==> src/rtl/burst_arb_pkg.sv <==
// Shared types and sizing for the two-requester burst arbiter in front of the
// burst-transaction datapath.
package burst_arb_pkg;

    localparam int NUM_REQ   = 2;
    localparam int LEN_WIDTH = 4;
    localparam int RD_LAT    = 2;

    // Widths of the address generator / SRAM datapath this block drives
    localparam int ADDR_WIDTH = 8;
    localparam int DATA_WIDTH = 16;
    localparam int STRIDE_LEN = 8;

    typedef enum logic [2:0] {
        IDLE,
        LOAD,
        BURST,
        DRAIN,
        DONE
    } state_t;

    typedef struct packed {
        logic                  wr;
        logic [ADDR_WIDTH-1:0] addr;
        logic [STRIDE_LEN-1:0] stride;
        logic [LEN_WIDTH-1:0]  len;
    } burst_desc_t;

endpackage

==> src/rtl/rr_arbiter2.sv <==
// Two-way round-robin winner select; the pointer names the requester that
// wins the next tie and flips to the loser after every grant.
module rr_arbiter2 (
    input  logic       clk,
    input  logic       rst,
    input  logic [1:0] req,
    input  logic       advance,
    output logic       any_req,
    output logic       winner
);

    logic rr_ptr_reg;

    always_comb begin
        any_req = |req;
        winner  = 1'b0;
        if (req[0] && req[1]) begin
            winner = rr_ptr_reg;
        end else if (req[1]) begin
            winner = 1'b1;
        end
    end

    always_ff @(posedge clk or posedge rst) begin
        if (rst) begin
            rr_ptr_reg <= 1'b0;
        end else if (advance) begin
            rr_ptr_reg <= ~winner;
        end
    end

endmodule

==> src/rtl/burst_sram_arbiter.sv <==
// Round-robin burst sequencer: latches one descriptor per grant and drives the
// address generator / SRAM control, returning write acks and tagged read data.
module burst_sram_arbiter
    import burst_arb_pkg::*;
(
    input  logic                                 clk,
    input  logic                                 rst,
    input  logic [NUM_REQ-1:0]                   req,
    input  logic [NUM_REQ-1:0]                   req_wr,
    input  logic [NUM_REQ-1:0][ADDR_WIDTH-1:0]   req_addr,
    input  logic [NUM_REQ-1:0][STRIDE_LEN-1:0]   req_stride,
    input  logic [NUM_REQ-1:0][LEN_WIDTH-1:0]    req_len,
    input  logic [NUM_REQ-1:0][DATA_WIDTH-1:0]   req_wdata,
    output logic [NUM_REQ-1:0]                   gnt,
    output logic [NUM_REQ-1:0]                   wr_ack,
    output logic                                 rd_valid,
    output logic                                 rd_id,
    output logic [DATA_WIDTH-1:0]                rd_out,
    output logic [NUM_REQ-1:0]                   done,
    output logic                                 busy,
    output logic [ADDR_WIDTH-1:0]                addr_top,
    output logic [STRIDE_LEN-1:0]                stride,
    output logic                                 burst_en,
    output logic                                 wren,
    output logic                                 rden,
    output logic [DATA_WIDTH-1:0]                wr_data,
    input  logic [DATA_WIDTH-1:0]                rd_data
);

    state_t                state_reg, state_next;
    burst_desc_t           desc_reg, desc_next;
    logic                  owner_reg, owner_next;
    logic [LEN_WIDTH-1:0]  cnt_reg, cnt_next;
    logic [RD_LAT-1:0]     rden_sr_reg, rden_sr_next;

    logic any_req;
    logic winner;
    logic grant;

    rr_arbiter2 u_rr_arbiter2 (
        .clk     (clk),
        .rst     (rst),
        .req     (req),
        .advance (grant),
        .any_req (any_req),
        .winner  (winner)
    );

    always_ff @(posedge clk or posedge rst) begin
        if (rst) begin
            state_reg   <= IDLE;
            desc_reg    <= '0;
            owner_reg   <= 1'b0;
            cnt_reg     <= '0;
            rden_sr_reg <= '0;
        end else begin
            state_reg   <= state_next;
            desc_reg    <= desc_next;
            owner_reg   <= owner_next;
            cnt_reg     <= cnt_next;
            rden_sr_reg <= rden_sr_next;
        end
    end

    // cnt_reg counts beats in BURST and is reused as the drain timer in DRAIN
    always_comb begin
        state_next = state_reg;
        desc_next  = desc_reg;
        owner_next = owner_reg;
        cnt_next   = cnt_reg;
        grant      = 1'b0;
        burst_en   = 1'b0;
        wren       = 1'b0;
        rden       = 1'b0;
        case (state_reg)
            IDLE: begin
                // Gated by rst so no grant leaks out while reset is held
                if (any_req && !rst) begin
                    grant            = 1'b1;
                    owner_next       = winner;
                    desc_next.wr     = req_wr[winner];
                    desc_next.addr   = req_addr[winner];
                    desc_next.stride = req_stride[winner];
                    desc_next.len    = req_len[winner];
                    cnt_next         = '0;
                    state_next       = (req_len[winner] == '0) ? DONE : LOAD;
                end
            end
            LOAD: begin
                state_next = BURST;
            end
            BURST: begin
                burst_en = 1'b1;
                wren     = desc_reg.wr;
                rden     = !desc_reg.wr;
                if (cnt_reg == desc_reg.len - 1'b1) begin
                    cnt_next   = '0;
                    state_next = desc_reg.wr ? DONE : DRAIN;
                end else begin
                    cnt_next = cnt_reg + 1'b1;
                end
            end
            DRAIN: begin
                if (cnt_reg == LEN_WIDTH'(RD_LAT - 1)) begin
                    cnt_next   = '0;
                    state_next = DONE;
                end else begin
                    cnt_next = cnt_reg + 1'b1;
                end
            end
            DONE: begin
                state_next = IDLE;
            end
            default: begin
                state_next = IDLE;
            end
        endcase
    end

    // Read-valid pipeline mirrors the datapath's address register + SRAM read
    assign rden_sr_next[0] = rden;
    for (genvar gi = 1; gi < RD_LAT; gi++) begin : g_rd_pipe
        assign rden_sr_next[gi] = rden_sr_reg[gi-1];
    end

    for (genvar gi = 0; gi < NUM_REQ; gi++) begin : g_req_out
        assign gnt[gi]    = grant && (winner == 1'(gi));
        assign wr_ack[gi] = wren && (owner_reg == 1'(gi));
        assign done[gi]   = (state_reg == DONE) && (owner_reg == 1'(gi));
    end

    assign rd_valid = rden_sr_reg[RD_LAT-1];
    assign rd_id    = rd_valid && owner_reg;
    assign rd_out   = rd_valid ? rd_data : '0;
    assign busy     = (state_reg != IDLE);
    assign addr_top = desc_reg.addr;
    assign stride   = desc_reg.stride;
    assign wr_data  = wren ? req_wdata[owner_reg] : '0;

endmodule

==> config.mk <==
export PLATFORM = sky130hd
export DESIGN_NAME = burst_sram_arbiter
export DESIGN_NICKNAME = d
export VERILOG_FILES = /design/src/rtl/burst_arb_pkg.sv /design/src/rtl/rr_arbiter2.sv /design/src/rtl/burst_sram_arbiter.sv
export SDC_FILE = /design/constraint.sdc
export NUM_CORES = 1
export LEC_CHECK = 0
export BUFFER_PORTS_ARGS = -buffer_cell sky130_fd_sc_hd__buf_2
export CAP_MARGIN = 20
export CORE_MARGIN = 2
export CORE_UTILIZATION = 32
export CTS_CLUSTER_DIAMETER = 200
export DETAILED_ROUTE_END_ITERATION = 10
export PLACE_DENSITY = 0.73
export SETUP_SLACK_MARGIN = 0.4
export SYNTH_ARGS = -nofsm -noshare
export SYNTH_HDL_FRONTEND = slang
export SYNTH_SLANG_ARGS = --single-unit
==> constraint.sdc <==
create_clock -name clk -period 1.6 [get_ports clk]
set_input_delay 0.32 -clock clk [delete_from_list [all_inputs] [get_ports clk]]
set_output_delay 0.32 -clock clk [all_outputs]
set_load 0.02 [all_outputs]
* Word-level counts from Yosys, hierarchy flattened
Index checks and enable logic that the tools add are counted.
Cells by class: add/subtract/negate cells 2, order comparisons 2, equality and inequality tests 9, muxes and demuxes 29, bitwise gates (word level) 2, reductions and logical operators 19
Operator list (count):
- 16-bit 2-to-1 mux | 4
- 8-bit 2-to-1 mux | 4
- 4-bit 2-to-1 mux | 5
- 3-bit 2-to-1 mux | 5
- 3-bit case mux with 4 select lines | 1
- 4-bit case mux with 3 select lines | 1
- 1-bit logical AND | 9
- 1-bit 2-to-1 mux | 9
- 3-bit by 2-bit equality test with 1-bit output, second input constant | 2
- 2-bit inequality test, second input constant | 3
- 3-bit nonzero test | 2
- 4-bit by 1-bit adder with 4-bit output, second input constant | 1
- 4-bit by 1-bit equality test with 1-bit output, second input constant | 1
- 4-bit equality test | 1
- 4-bit logical NOT | 1
- 1-bit by 2-bit less-than comparator with 1-bit output, second input constant | 2
- 2-bit AND reduction | 2
- 4-bit by 1-bit subtractor with 4-bit output, second input constant | 1
- 3-bit by 1-bit equality test with 1-bit output, second input constant | 1
- 3-bit equality test, second input constant | 1
- 3-bit logical NOT | 1
- 3-bit AND reduction | 1
- 1-bit logical NOT | 2
- 1-bit NOT | 2
- 2-bit OR reduction | 1
Storage, ports and cells: register bits 32, input bits 94, logic and storage cells 72

* Logic depth before layout (Yosys ltp)
depth after elaboration 8, gate-level depth with buffers 7, mapped depth without buffers 6

* Modules after synthesis
From an unflattened synthesis, not the netlist that was laid out.
Second synthesis, totals: cells, all modules 241, area, all modules 2160.8 µm²
Modules (own cells, without submodules):
- burst_sram_arbiter | instances 1, cells an instance 234, area each 2094.5 µm², seq. area each 775.7 µm²
- rr_arbiter2 | instances 1, cells an instance 7, area each 66.3 µm², seq. area each 25.0 µm²

* Worst setup path after synthesis
OpenSTA, ideal clock, no wires.
kind register to output, start register state_reg[2], end output port wr_data[10], arrival time 1.711 ns, required time 1.280 ns, path slack -0.431 ns, stages on the path, launching flop included 6, cell sequence dfrtp_1 > nand2b_1 > nor2_1 > nand2_2 > buf_2 > nor2_1
On the way: longest elaborated chain between the ends 3
Ends and longest elaborated chain:
- start: declaration | line burst_sram_arbiter.sv:30 | state_t state_reg, state_next;
- start signal: assignment | line burst_sram_arbiter.sv:57 | state_reg <= state_next;
- 3-bit by 2-bit equality test with 1-bit output | line burst_sram_arbiter.sv:75 | case (state_reg)
- 1-bit 2-to-1 mux | line burst_sram_arbiter.sv:75
- 16-bit 2-to-1 mux | line burst_sram_arbiter.sv:138 | assign wr_data = wren ? req_wdata[owner_reg] : '0;
- end: declaration | line burst_sram_arbiter.sv:26 | output logic [DATA_WIDTH-1:0] wr_data,
Every way passes these cells.

* Final worst setup path
start register state_reg[2], end output port wr_data[15]
The elaborated chain is that of the path after synthesis.

==> reports/metrics.csv <==
stage,metric,value,unit
outcome,status,"finished, violations left",
outcome,violations,setup timing,
synth,syn_area_per_cell,9.06,µm²
critical_path,crit_required,1.28,ns
floorplan,die-area,7380,µm²
critical_path,slowest_delay,0.41,ns
finish,n_fill_cell,466,
floorplan,initial_core_util,33.5,%
detailed_routing,drcViolationCount,0,
global_routing,grt_pass1_vias,2417,
floorplan,core_area,6420,µm²
detailed_routing,first_iter_violations,75,
clocking,numCtsBuffers,5,
detailed_routing,met3_length,427,µm
clocking,clkTransAtPathRegs,0.07,ns
hold_path,hold_path_class,in2async,
job,max_cap_viol_count,0,
critical_path,cp_slowest_cell,dfrtp_1,
detailed_routing,final_antenna_net_count,0,
clocking,cts_sinks,32,
clocking,htreeDepth,2,
critical_path,r2r_end,desc_reg[3],
sta,rsz0062_at_grt,true,
clocking,cts_hold_buf,0,
global_routing,gr-total-overflow,0,
finish,final_nets,522,
critical_path,cp-start-kind,flop,
power,p_per_area,1810,nW/µm²
global_routing,grt_max_degree,33,
sta,min_period_over_period,112,%
sta,setup_viol,50,
clocking,cts_tree,built,
floorplan,row_count,29,
detailed_routing,wl_met1,2.66,mm
synth,syn_inst,237,
synth,yosys_warnings,0,
critical_path,critical_path.top_delay_family,simple AND/OR/NAND/NOR gates,
finish,multi_input_area,1690,µm²
detailed_routing,wirelength,7.56,mm
clocking,clockRootBuffer,clkbuf_8,
detailed_routing,wl_per_cell,15.0,µm
finish,fin_util,69.2,%
detailed_routing,vias,2446,
detailed_routing,top_layer_used,met4,
synth,synth_nets,334,
power,power.leakage,2.22,nW
detailed_routing,dr.pass1.iters,4,
sta,slew_headroom,60.1,%
synth,yosysSeqAreaShare,37.3,%
sta,tightest_slew,0.595,ns
sta,fin_ws,-0.196,ns
sta,layout_min_cycle_time,1.80,ns
critical_path,worst-path-stages,6,
global_routing,antenna_found_initial,0,
critical_path,crit_path_max_fanout,5,
critical_path,crit_path_cell_trace,nand2b_4 -> nor2_4 -> buf_12 -> nand2_8 -> nor2_2 -> buf_6,
synth,netlist_area,2150,µm²
floorplan,die_height,85.9,µm
placed_design,finalWeightedCongestion,0.853,
floorplan,die_w,85.9,µm
detailed_routing,vias_per_cell,4.86,
clocking,clock_latency,0.28,ns
global_routing,grt_pass1_wl,10.9,mm
detailed_routing,met2WireLength,4.36,mm
sta,slew_violations,0,
critical_path,crit_buf_inv,2,
floorplan,ios,154,
finish,seq_area,807,µm²
placed_design,dp_hpwl,4.77,mm
critical_path,reg2reg_slack,-0.05,ns
critical_path,cp.arrival,1.48,ns
sta,finalHoldViolCount,0,
critical_path,startpoint,state_reg[2],
critical_path,reg2reg_depth,8,
critical_path,timing.rr.start,state_reg[0],
finish,diodes,0,
global_routing,grt.total_usage,18.7,%
synth,ys_seq_elements,32,
critical_path,setup.worst_path.end_class,output pin,
placed_design,io_buffers,153,
sta,fmax,557,MHz
synth,ys_types,38,
clocking,cts_buffer_depth,2,
finish,area_delta_synth_final,107,%
finish,layout-drive-gt1-share,74.2,%
sta,tns,-4.49,ns
sta,fin_skew,0.00569,ns
critical_path,path_class,reg2out,
power,vdd_ir_drop_max,0.912,mV
[worst max path at each step]
| stage | to | slack [ns] |
|---|---|---|
| after global routing | wr_data[15] | -0.26 |
| final | wr_data[15] | -0.20 |
| after CTS | wr_data[7] | -0.18 |
| after detailed placement | cnt_reg[2] | -0.1 |
| after floorplan | wr_ack[0] | 0.04 |
| after global placement | state_reg[0] | -0.05 |
[logic make-up after synthesis]
logic type / Yosys count / share of synthesized area, %
AOI/OAI and AO/OA: 38 / 11.1
xor gates and xnor gates: 6 / 3.09
adders and majority gates: 3 / 1.75
buffers and inverters: 37 / 9.73
DFF: 32 / 37.3
muxes: 39 / 18.2
and+or+nand+nor: 82 / 18.9
[synth_stat cells]
library cell | n | area, µm²
dfrtp_1 | 32 | 801
o31ai_4 | 1 | 21.3
nor2_1 | 24 | 90.1
mux2i_1 | 39 | 390
nor4_1 | 1 | 6.26
nor3_2 | 1 | 10.0
nand3_1 | 3 | 15.0
nor3_1 | 2 | 10.0
o21ai_1 | 22 | 110
o21bai_1 | 1 | 7.51
clkbuf_1 | 2 | 7.51
buf_1 | 2 | 7.51
o22ai_1 | 2 | 12.5
and3_1 | 1 | 6.26
a22oi_1 | 1 | 7.51
inv_2 | 1 | 3.75
nand2_2 | 1 | 6.26
inv_1 | 8 | 30.0
xnor3_1 | 1 | 22.5
buf_4 | 16 | 120
a21oi_1 | 4 | 20.0
o311ai_0 | 1 | 8.76
nand2_1 | 24 | 90.1
o211a_1 | 1 | 10.0
nand2b_1 | 3 | 18.8
xor2_1 | 2 | 17.5
o311ai_1 | 1 | 8.76
or4_1 | 1 | 7.51
a21o_1 | 2 | 15.0
nor3b_2 | 1 | 12.5
buf_2 | 8 | 40.0
nor4bb_1 | 1 | 10.0
a31o_1 | 2 | 17.5
and2_1 | 17 | 106
xnor2_1 | 3 | 26.3
ha_1 | 3 | 37.5
nor4b_1 | 1 | 8.76
nor3b_1 | 1 | 7.51
[repair_timing]
item                                    CTS  global route
setup buffers                             8            12
endpoints found under the setup margin   74            76
gates resized for setup                 157            54
pin swaps                                23            36
cloned                                   10             2
[per-layer routing]
layer / track usage [%] / vias to the layer above
met3: 3.27 / 8
li1: - / 1172
met1: 19.3 / 1161
met4: 6.06 / 0
met5: 0 / -
met2: 37.2 / 105
[worst min-delay path: stages]
cell   delay, ns
buf_2       0.10
inv_1       0.04
buf_4       0.36
[final cells by class]
cell class | count | share of cell area [%]
inverter | 9 | 0.817
timing repair buffer | 206 | 38.3
sequential | 32 | 18.2
clock buffer | 5 | 1.55
tap | 77 | 2.17
clock inverter | 3 | 0.958
multi-input combinational | 171 | 38.0
[report_power, final]
part	internal, mW	switching, mW
sequential	1.19	0.421
clock	0.460	0.300
combinational	2.90	2.76
total	4.55	3.48
[cell usage in the layout, fill, tap and decap left out, drive strengths merged, types with 4 or more instances in the layout]
master  count
dfrtp      32
clkbuf      8
mux2i      39
buf       203
and2       17
nor2       24
nand2      28
inv         9
o21ai      22
a21oi       4
[through the flow]
stage | total power [mW] | worst slack, ns | std cells | area, µm² | hold WS, ns
final | 8.03 | -0.196 | 503 | 4440 | 0.119
after global routing | 8.47 | -0.265 | 503 | 4440 | 0.152
after CTS | 7.33 | -0.179 | 489 | 4060 | 0.131
after detailed placement | 5.11 | -0.0979 | 463 | 3190 | 0.335
after global placement | 5.01 | -0.0488 | 463 | 3190 | 0.338
after floorplan | 4.18 | 0.0425 | 237 | 2350 | 0.331
(Power assumes the default switching activity.)
